$ cat config.mk
export PLATFORM = sky130hd
export DESIGN_NAME = mmc3_scanline_irq
export DESIGN_NICKNAME = d
export VERILOG_FILES = /design/src/rtl/mmc3_scanline_irq.sv
export SDC_FILE = /design/constraint.sdc
export NUM_CORES = 1
export LEC_CHECK = 0
export BUFFER_PORTS_ARGS = -buffer_cell sky130_fd_sc_hd__buf_2
export CAP_MARGIN = 20
export CELL_PAD_IN_SITES_DETAIL_PLACEMENT = 0
export CELL_PAD_IN_SITES_GLOBAL_PLACEMENT = 2
export CORE_MARGIN = 2
export CORE_UTILIZATION = 35
export DETAILED_ROUTE_END_ITERATION = 10
export PLACE_DENSITY = 0.85
export SETUP_SLACK_MARGIN = 0.2
export SLEW_MARGIN = 20
export SYNTH_ARGS = -nofsm -noshare
export SYNTH_HDL_FRONTEND = slang
export SYNTH_SLANG_ARGS = --single-unit
export TNS_END_PERCENT = 100
$ cat constraint.sdc
create_clock -name m2 -period 5.7 [get_ports m2]
set_clock_uncertainty 0.15 [all_clocks]
set_input_delay 0.57 -clock m2 [delete_from_list [all_inputs] [get_ports m2]]
set_output_delay 0.57 -clock m2 [all_outputs]
set_load 0.005 [all_outputs]
$ cat src/rtl/mmc3_scanline_irq.sv
// mmc3_scanline_irq
// -----------------
// Scanline IRQ generator for the MMC3-family mappers in the multicart.
// PPU A12 is synchronised into the m2 domain and filtered so that short
// A12 low glitches do not count. A rising edge that follows a long enough
// low period clocks an 8-bit reloadable down-counter. When that counter
// lands on zero while IRQs are enabled, the sticky pending flag is set and
// the active-low cartridge irq line is driven.
//
// Parameters
//   FILTER_CYCLES  consecutive low m2 cycles of synchronised A12 needed
//                  before a rising edge counts (legal 1..15)
//
// Ports
//   m2        CPU M2, the only clock
//   reset     synchronous active-high reset
//   reg_wr    one-cycle register write strobe from the mapper decoder
//   reg_sel   0 latch, 1 reload, 2 disable/ack, 3 enable
//   reg_data  latch value (used for reg_sel 0 only)
//   ppu_a12   raw PPU A12, asynchronous to m2
//   irq       registered active-low IRQ request
//   counter   current counter value for debug readback
//   pending   IRQ pending flag (always the inverse of irq)
//
// Build option
//   MMC3_IRQ_OLD_BEHAVIOUR_EN  when defined, selects MMC3A-style IRQ
//   generation: a counter that was already zero and is reloaded with zero
//   without a reload write does not raise the IRQ.

module mmc3_scanline_irq #(
  parameter int FILTER_CYCLES = 3
) (
  input  logic       m2,
  input  logic       reset,
  input  logic       reg_wr,
  input  logic [1:0] reg_sel,
  input  logic [7:0] reg_data,
  input  logic       ppu_a12,
  output logic       irq,
  output logic [7:0] counter,
  output logic       pending
);

  localparam logic [3:0] FILTER_MAX = 4'(FILTER_CYCLES);

  typedef enum logic [1:0] {
    SEL_LATCH   = 2'd0,
    SEL_RELOAD  = 2'd1,
    SEL_DISABLE = 2'd2,
    SEL_ENABLE  = 2'd3
  } sel_e;

  logic       s1, s2, s3;
  logic [3:0] low_cnt;
  logic [7:0] latch;
  logic       reload;
  logic       enable;

  logic       clk_ev;
  logic       wr_reload;
  logic       ev_taken;
  logic [7:0] ev_next;
  logic       ev_fire;

  logic [7:0] latch_n;
  logic [7:0] counter_n;
  logic       reload_n;
  logic       enable_n;
  logic       pending_n;

  // Bring A12 into the m2 domain and measure how long it has been low.
  // The low counter saturates at the filter length so it never wraps and
  // a long low period still qualifies the next rising edge.
  always_ff @(posedge m2) begin
    if (reset) begin
      s1      <= 1'b0;
      s2      <= 1'b0;
      s3      <= 1'b0;
      low_cnt <= 4'd0;
    end else begin
      s1 <= ppu_a12;
      s2 <= s1;
      s3 <= s2;
      if (s2) begin
        low_cnt <= 4'd0;
      end else if (low_cnt < FILTER_MAX) begin
        low_cnt <= low_cnt + 4'd1;
      end
    end
  end

  // A qualified rising edge uses the low count from before this cycle's
  // update, so the low period ending in the previous cycle is what counts.
  // A reload write in the same cycle swallows the clock event entirely.
  assign clk_ev    = s2 & ~s3 & (low_cnt >= FILTER_MAX);
  assign wr_reload = reg_wr && (sel_e'(reg_sel) == SEL_RELOAD);
  assign ev_taken  = clk_ev && !wr_reload;
  assign ev_next   = ((counter == 8'd0) || reload) ? latch : counter - 8'd1;

  // The IRQ decision always sees the enable state from before any write in
  // this cycle. The older chips additionally refuse to fire when a counter
  // that was already zero is simply refilled with zero.
`ifdef MMC3_IRQ_OLD_BEHAVIOUR_EN
  assign ev_fire = ev_taken && enable && (ev_next == 8'd0) &&
                   ((counter != 8'd0) || reload);
`else
  assign ev_fire = ev_taken && enable && (ev_next == 8'd0);
`endif

  // Next-state for the counter block. Clock event effects are applied
  // first and register writes afterwards, so a write overrides whatever
  // the event did to the same register (ack clears a just-set pending,
  // a reload write zeroes the counter). The latch is only read by the
  // event path, so a same-cycle latch write affects later events only.
  always_comb begin
    latch_n   = latch;
    counter_n = counter;
    reload_n  = reload;
    enable_n  = enable;
    pending_n = pending;

    if (ev_taken) begin
      counter_n = ev_next;
      if ((counter == 8'd0) || reload) begin
        reload_n = 1'b0;
      end
      if (ev_fire) begin
        pending_n = 1'b1;
      end
    end

    if (reg_wr) begin
      case (sel_e'(reg_sel))
        SEL_LATCH: begin
          latch_n = reg_data;
        end
        SEL_RELOAD: begin
          counter_n = 8'd0;
          reload_n  = 1'b1;
        end
        SEL_DISABLE: begin
          enable_n  = 1'b0;
          pending_n = 1'b0;
        end
        SEL_ENABLE: begin
          enable_n = 1'b1;
        end
        default: begin
          enable_n = enable;
        end
      endcase
    end
  end

  // Counter block state. irq is kept as its own flop, loaded with the
  // inverse of the next pending value, so the CPU sees a glitch-free line.
  always_ff @(posedge m2) begin
    if (reset) begin
      latch   <= 8'd0;
      counter <= 8'd0;
      reload  <= 1'b0;
      enable  <= 1'b0;
      pending <= 1'b0;
      irq     <= 1'b1;
    end else begin
      latch   <= latch_n;
      counter <= counter_n;
      reload  <= reload_n;
      enable  <= enable_n;
      pending <= pending_n;
      irq     <= ~pending_n;
    end
  end

endmodule

==> flow_summary.json, run 1 <==
{
  "io_pins": 24,
  "power_density_nw_per_um2": 222,
  "rsz0062_at_grt": "no",
  "antenna_left": 0,
  "cap_violations": 0,
  "clockBufferDepth": 2,
  "status": "complete, no violations",
  "synth-edff-count": 0,
  "cts-htree-levels": 1,
  "grt_first_pass_wirelength_um": 4990,
  "wl_um": 2930,
  "synth.top_cells.by_area": "dfxtp_1, mux2i_1, nor2_1, a21oi_1, nor3b_1",
  "syn_area_per_cell_sq_um": 8.80,
  "die_area_sq_um": 4280,
  "place_ws_ns": 3.12,
  "min_period_over_period_pct": 46.1,
  "fin_crit_ns": 2.63,
  "post-route-util_pct": 41.5,
  "path_cells": "inv_1 > ha_1 > nor3b_1 > a21oi_1 > mux2_2 > a22oi_1 > nor2_1",
  "initial_utilization_pct": 36.3,
  "path_clk_slew_ns": 0.09,
  "setup_viol": 0,
  "n_antenna_cell": 0,
  "critical_path_class": "register to register",
  "grtUsageTotal_pct": 15.2,
  "cts.sinks": 27,
  "numCtsBuffers": 3,
  "cp-end-kind": "register",
  "cp_top_family": "compound AO/OA/AOI/OAI gates",
  "core_area_sq_um": 3630,
  "cellLeakagePower_nw": 0.561,
  "grt_pass1_vias": 1061,
  "whs_ns": 0.302,
  "hp-class": "register to register",
  "final_common_cell": "dfxtp_1",
  "cp-start-kind": "register",
  "die_height_um": 65.4,
  "syn_to_final_growth_pct": 14.2,
  "cts_tree": "yes",
  "syn-cell-area_sq_um": 1320,
  "vias_per_cell": 5.27,
  "via_count": 1143,
  "finalHoldViolations": 0,
  "grt_max_degree": 20,
  "synth-main-ff-cell": "dfxtp_1",
  "row_count": 22,
  "fmax_mhz": 381,
  "postCtsSetupBuffers": 0,
  "final_cell_mix": "dfxtp_1, buf_2, nor2_1, nand2_1",
  "netlist_instances": 150,
  "path_buf_inv": 1,
  "seq_area_frac_synth_pct": 40.9,
  "crit_path_max_incr_delay_ns": 0.79,
  "vdd_ir_drop_max_v": 0.000125,
  "gp_congestion": 0.829,
  "synth_largest_area_cell": "dfxtp_1",
  "clockRootBuffer": "clkbuf_8",
  "synth_nets": 167,
  "critPathArrivalTime_ns": 2.64,
  "yosysWarningCount": 0,
  "clock_latency_ns": 0.27,
  "crit_fanout": 14,
  "drc": 0,
  "dp_cells": 213,
  "hpwl_um": 2180,
  "tightest_slew_ns": 1.01,
  "report.power.total_mw": 0.335,
  "die_x_um": 65.4,
  "required_ns": 5.72,
  "numPortBuffers": 23,
  "drv_slew": 0,
  "setup_tns_ns": 0,
  "crit_slowest_cell": "a21oi_1",
  "drive_above_1_share_pct": 20.7,
  "async_reset_ff_share_pct": 0,
  "cts_hold_buf": 0,
  "nets": 187,
  "fillers": 399,
  "synth-seq-cells": 27,
  "layout_setup_ws_ns": 3.07,
  "initialDrtViolationCount": 21,
  "synth_top_area_share_pct": 40.9,
  "first_pass_iters": 4,
  "relSlewSlack_pct": 32.6,
  "fin_cells": 217,
  "grt_overflow": 0,
  "final_design_area_no_fill_sq_um": 1510,
  "routedWlPerCell_um": 13.5,
  "grt_antenna_before_repair": 0,
  "ys_types": 45,
  "post_dp_cell_area_sq_um": 1460,
  "ctsResizeCount": 0
}
power breakdown:
part	switching [mW]	internal (mW)	leakage (nW)	total, mW
Clock	0.0599	0.0490	0.0255	0.109
Combinational	0.0136	0.0140	0.316	0.0276
Sequential	0.00476	0.194	0.219	0.199
final cells by class:
class	instances	area (sq um)	area share (%)
Multi-Input combinational cell	110	719	47.7
Sequential cell	27	541	35.9
Timing Repair Buffer	25	130	8.63
Tap cell	48	60.1	3.98
Clock buffer	3	41.3	2.74
Inverter	3	11.3	0.747
Clock inverter	1	5.00	0.332
Yosys cell counts, types with 3 or more instances:
library cell  count
dfxtp_1          27
nor2_1           15
nand2_1          11
a21oi_1           9
mux2i_1           9
nand3_1           6
nor2b_1           6
nor3_1            6
nor3b_1           6
a211oi_1          4
buf_2             4
a31oi_1           3
buf_1             3
ha_1              3
inv_1             3
o21ai_0           3
path summary, 6_finish.rpt:
kind	start	end	slack (ns)	cells after the start
worst max-delay path	counter[0]	counter[3]	3.07	7
worst min-delay path	s1	s2	0.30	1
worst max register to register	counter[0]	counter[3]	3.07	7
worst min register to register	s1	s2	0.30	1
flip-flops by register name, indices dropped and copies added (netlist names):
signal and cells:
counter 8, latch 8, low_cnt 4, enable 1, irq 1, pending 1, reload 1, s1 1
s2 1, s3 1
per-layer routing:
layer	GRT usage, %	vias up	routed length [um]
li1	-	581	-
met1	20.0	533	1400
met2	24.9	25	1360
met3	2.91	4	142
met4	5.21	0	31
met5	0	-	0
cells by family after synthesis:
| group | share of synthesized area (%) |
|---|---|
| AND/OR/NAND/NOR | 25.0 |
| adder cells (fa/ha/maj) | 2.84 |
| XOR/XNOR | 1.33 |
| AO/OA/AOI/OAI | 17.6 |
| multiplexers | 7.68 |
| buffers and inverters | 4.55 |
| flip-flops | 40.9 |
Note: power is estimated with default switching activity, not from simulation.
==> inputs of run 2 (changes only) <==
Settings changed: CORE_UTILIZATION 35 to 32, PLACE_DENSITY 0.85 to 0.79.
Clock period 5.7 ns to 2.48 ns, I/O delays scaled along.
==> run 2 against run 1 <==
  * Total power up 140%
  * Cell count up 1.8%
  * Clock power up 140%
  * Count of clock-buffer cells in the layout unchanged
  * Largest power group unchanged
  * Sequential cell count unchanged
==> flow_summary.json, run 2 (same netlist as run 1, synthesis figures left out) <==
{
  "cp-end-kind": "register",
  "fin_cells": 221,
  "initial_utilization_pct": 33.2,
  "core_area_sq_um": 3970,
  "grt_overflow": 0,
  "holdPathEnd": "s1",
  "gp_congestion": 0.823,
  "hp-class": "input port to register",
  "cellLeakagePower_nw": 0.573,
  "clockRootBuffer": "clkbuf_8",
  "cts_hold_buf": 0,
  "holdCritStartpoint": "ppu_a12",
  "reg.largest.list": "counter x8, latch x8, low_cnt x4",
  "row_count": 23,
  "drc": 0,
  "critPathArrivalTime_ns": 2.16,
  "vdd_ir_drop_max_v": 0.000347,
  "rr_worst_depth": 8,
  "fin_crit_ns": 2.13,
  "nets": 189,
  "die_area_sq_um": 4650,
  "drv_slew": 0,
  "rrSetupSlack_ns": 0.35,
  "final_common_cell": "dfxtp_1",
  "r2r_start": "counter[1]",
  "die_x_um": 68.2,
  "grt_first_pass_wirelength_um": 5200,
  "crit_fanout": 12,
  "final_cell_mix": "dfxtp_1, buf_2, nor2_1, nand2_1",
  "worstReg2RegEnd": "counter[3]",
  "syn_to_final_growth_pct": 16.3,
  "relSlewSlack_pct": 64.5,
  "tightest_slew_ns": 0.528,
  "fmax_mhz": 470,
  "via_count": 1143,
  "hold_depth": 2,
  "clockBufferDepth": 2,
  "post-route-util_pct": 38.7,
  "min_period_over_period_pct": 85.8,
  "ctsResizeCount": 0,
  "n_antenna_cell": 0,
  "postCtsSetupBuffers": 0,
  "cp-start-kind": "register",
  "cts_tree": "yes",
  "routedWlPerCell_um": 13.8,
  "finalHoldViolations": 0,
  "path_clk_slew_ns": 0.10,
  "grt_max_degree": 20,
  "critical_path_class": "register to register",
  "cts-htree-levels": 1,
  "grtUsageTotal_pct": 15.0,
  "wl_um": 3060,
  "vias_per_cell": 5.17,
  "cap_violations": 0,
  "status": "complete, no violations",
  "initialDrtViolationCount": 65,
  "power_density_nw_per_um2": 513,
  "clock_latency_ns": 0.28,
  "setup_viol": 0,
  "dp_cells": 217,
  "numPortBuffers": 23,
  "io_pins": 24,
  "grt_antenna_before_repair": 0,
  "required_ns": 2.51,
  "cts.sinks": 27,
  "rsz0062_at_grt": "no",
  "die_height_um": 68.2,
  "setup_tns_ns": 0,
  "hpwl_um": 2290,
  "numCtsBuffers": 3,
  "grt_pass1_vias": 1125,
  "drive_above_1_share_pct": 22.8,
  "first_pass_iters": 4,
  "antenna_left": 0
}
## run 2: cell types whose count changed in the layout (fill, tap and decap cells not counted), sizes merged
| cell | previous run | this run |
|---|---|---|
| inv | 3 | 4 |
| clkinv | 1 | 0 |
| buf | 25 | 27 |
## run 2: worst max-delay path by stage
stage / startpoint / to / slack [ns] / cells past startpoint
2_1_floorplan: counter[0] / counter[3] / 0.52 / 7
3_3_place_gp: counter[0] / counter[3] / 0.39 / 8
3_5_place_dp: counter[0] / counter[3] / 0.33 / 8
4_1_cts: counter[0] / counter[3] / 0.32 / 8
5_1_grt: counter[1] / counter[3] / 0.22 / 8
6_report: counter[1] / counter[3] / 0.35 / 8
## run 2: metal layers
layer  share of wire [%]  vias to the layer above  wire [um]  global-route usage, %
li1                    -                      583          -                      -
met1                  47                      527       1430                   19.8
met2                  48                       29       1460                   24.2
met3                 4.2                        4        127                   3.45
met4                 1.4                        0         44                   5.00
met5                   0                        -          0                      0
## run 2: per-stage QoR
step	setup WS (ns)	hold WS, ns	area, sq um	total power, mW
after floorplan	0.522	0.226	1320	0.510
after global placement	0.393	0.274	1480	0.530
after detailed placement	0.333	0.279	1480	0.532
after CTS	0.318	0.0197	1530	0.805
after global routing	0.219	0.0550	1540	0.832
final	0.352	0.0287	1540	0.788
## run 2: final cells by class
type                            count  area, sq um
Timing Repair Buffer               27          145
Clock buffer                        3         41.3
Inverter                            3         11.3
Fill cell                         417         2440
Sequential cell                    27          542
Clock inverter                      1         8.76
Tap cell                           50         62.6
Multi-Input combinational cell    110          724
## run 2: where the power goes
part           switching (mW)  total [mW]  internal, mW
Sequential             0.0103       0.457         0.446
Clock                   0.149       0.267         0.118
Combinational          0.0323      0.0647        0.0324
## run 2: critical path: stages, from the launching register on
cell     delay (ns)
dfxtp_1        0.42
inv_1          0.08
ha_1           0.20
nor3b_1        0.15
a21oi_1        0.22
buf_4          0.23
mux2_2         0.35
a22oi_1        0.19
nor2_1         0.05
==> inputs of run 3 (changes only) <==
Clock period 2.48 ns to 2.4 ns, I/O delays scaled along.
==> run 3 against run 2 <==
  * Critical path depth is the same
  * Via count grew 1.7%
  * Cell count grew 0.45%
  * Non-clock buffer count grew 1
  * Largest cell class unchanged
  * Hold slack lost 0.0087 ns
  * Count of clock-buffer cells in the layout is the same
==> flow_summary.json, run 3 (same netlist as run 1, synthesis figures left out) <==
{
  "report.power.total_mw": 0.816,
  "clockBufferDepth": 2,
  "tightest_slew_ns": 0.517,
  "min_period_over_period_pct": 87.4,
  "hpwl_um": 2290,
  "share_comb_of_total_power_pct": 8.3,
  "final_common_cell": "dfxtp_1",
  "antenna_left": 0,
  "clkPwrFrac_pct": 33.9,
  "drv_slew": 0,
  "grtUsageTotal_pct": 15.0,
  "fin_cells": 222,
  "n_antenna_cell": 0,
  "die_height_um": 68.2,
  "postCtsSetupBuffers": 0,
  "regArea_sq_um": 543,
  "clockRootBuffer": "clkbuf_8",
  "fillers": 415,
  "drive_above_1_share_pct": 25.0,
  "die_x_um": 68.2,
  "status": "complete, no violations",
  "io_pins": 24,
  "cts-htree-levels": 1,
  "fin_crit_ns": 2.10,
  "syn_to_final_growth_pct": 17.9,
  "switchingPower_mw": 0.199,
  "grt_pass1_vias": 1125,
  "initialDrtViolationCount": 104,
  "finalHoldViolations": 0,
  "cts_tree": "yes",
  "critical_path_class": "register to register",
  "drc": 0,
  "numCtsBuffers": 3,
  "setup_viol": 0,
  "cp-start-kind": "register",
  "multi_input_area_sq_um": 733,
  "grt_max_degree": 20,
  "grt_overflow": 0,
  "relSlewSlack_pct": 65.3,
  "routedWlPerCell_um": 14.1,
  "vias_per_cell": 5.23,
  "startpoint": "counter[0]",
  "reg.largest.list": "counter x8, latch x8, low_cnt x4",
  "place_ws_ns": 0.253,
  "cts_hold_buf": 0,
  "initial_utilization_pct": 33.2,
  "clock_latency_ns": 0.28,
  "vdd_ir_drop_max_v": 0.000359,
  "setup_tns_ns": 0,
  "core_area_sq_um": 3970,
  "hp-class": "input port to register",
  "dp_cells": 217,
  "final_cell_mix": "dfxtp_1, buf_2, nor2_1, nand2_1, mux2i_1",
  "cap_violations": 0,
  "fmax_mhz": 477,
  "die_area_sq_um": 4650,
  "grt_first_pass_wirelength_um": 5200,
  "crit_fanout": 7,
  "holdCritStartpoint": "ppu_a12",
  "critPathArrivalTime_ns": 2.13,
  "whs_ns": 0.0200,
  "numPortBuffers": 23,
  "via_count": 1162,
  "cts.sinks": 27,
  "ctsResizeCount": 0,
  "layout_setup_ws_ns": 0.302,
  "first_pass_iters": 4,
  "nets": 190,
  "row_count": 23,
  "swShare_pct": 24.4,
  "wl_um": 3130,
  "gp_congestion": 0.823,
  "power_density_nw_per_um2": 524,
  "p_int_mw": 0.617,
  "grt_antenna_before_repair": 0,
  "rsz0062_at_grt": "no",
  "seqPwrFrac_pct": 57.8,
  "cp-end-kind": "register",
  "path_clk_slew_ns": 0.10,
  "r2r_start": "counter[0]",
  "cellLeakagePower_nw": 0.579,
  "required_ns": 2.43
}
## run 3: changes by cell type in the layout (fill, tap and decap cells not counted), sizes merged
cell,change
clkdlybuf4s15,+1
## run 3: through the flow
step	instance area [sq um]	utilization, %
2_1_floorplan	1320	-
3_3_place_gp	1480	37.2
3_5_place_dp	1480	37.2
4_1_cts	1530	38.5
5_1_grt	1560	39.2
6_report	1560	39.2
## run 3: path summary, 6_finish.rpt
check	endpoint	slack [ns]	depth (start not counted)
max	counter[3]	0.30	8
min	s1	0.02	2
max reg2reg	counter[3]	0.30	8
min reg2reg	s2	0.30	1
## run 3: layer usage
metal	GRT usage, %	routed length, um	part of all wire (%)
met1	19.8	1390	44
met2	24.2	1490	47
met3	3.45	195	6.2
met5	0	0	0
met4	5.00	57	1.8
## run 3: power by group through the flow
stage               logic [mW]  registers (mW)  clock network [mW]
global placement        0.0658           0.482                   0
floorplan               0.0496           0.478                   0
finish                  0.0674           0.472               0.277
global route            0.0768           0.475               0.309
CTS                     0.0677           0.472               0.292
detailed placement      0.0672           0.482                   0
## run 3: critical path, stage by stage, from the launching register on
cell	delay [ns]
dfxtp_2	0.39
inv_1	0.09
ha_1	0.21
nor3b_2	0.17
a21oi_2	0.23
buf_4	0.19
mux2_2	0.34
a22oi_1	0.19
nor2_1	0.05
## run 3: layout make-up
type / count / area share, %
clock buffers: 3 / 2.65
clock inverters: 1 / 0.563
inverters: 3 / 0.723
multi-input cells: 110 / 47.1
flip-flops and latches: 27 / 34.9
well taps: 50 / 4.02
repair buffers: 28 / 10.0
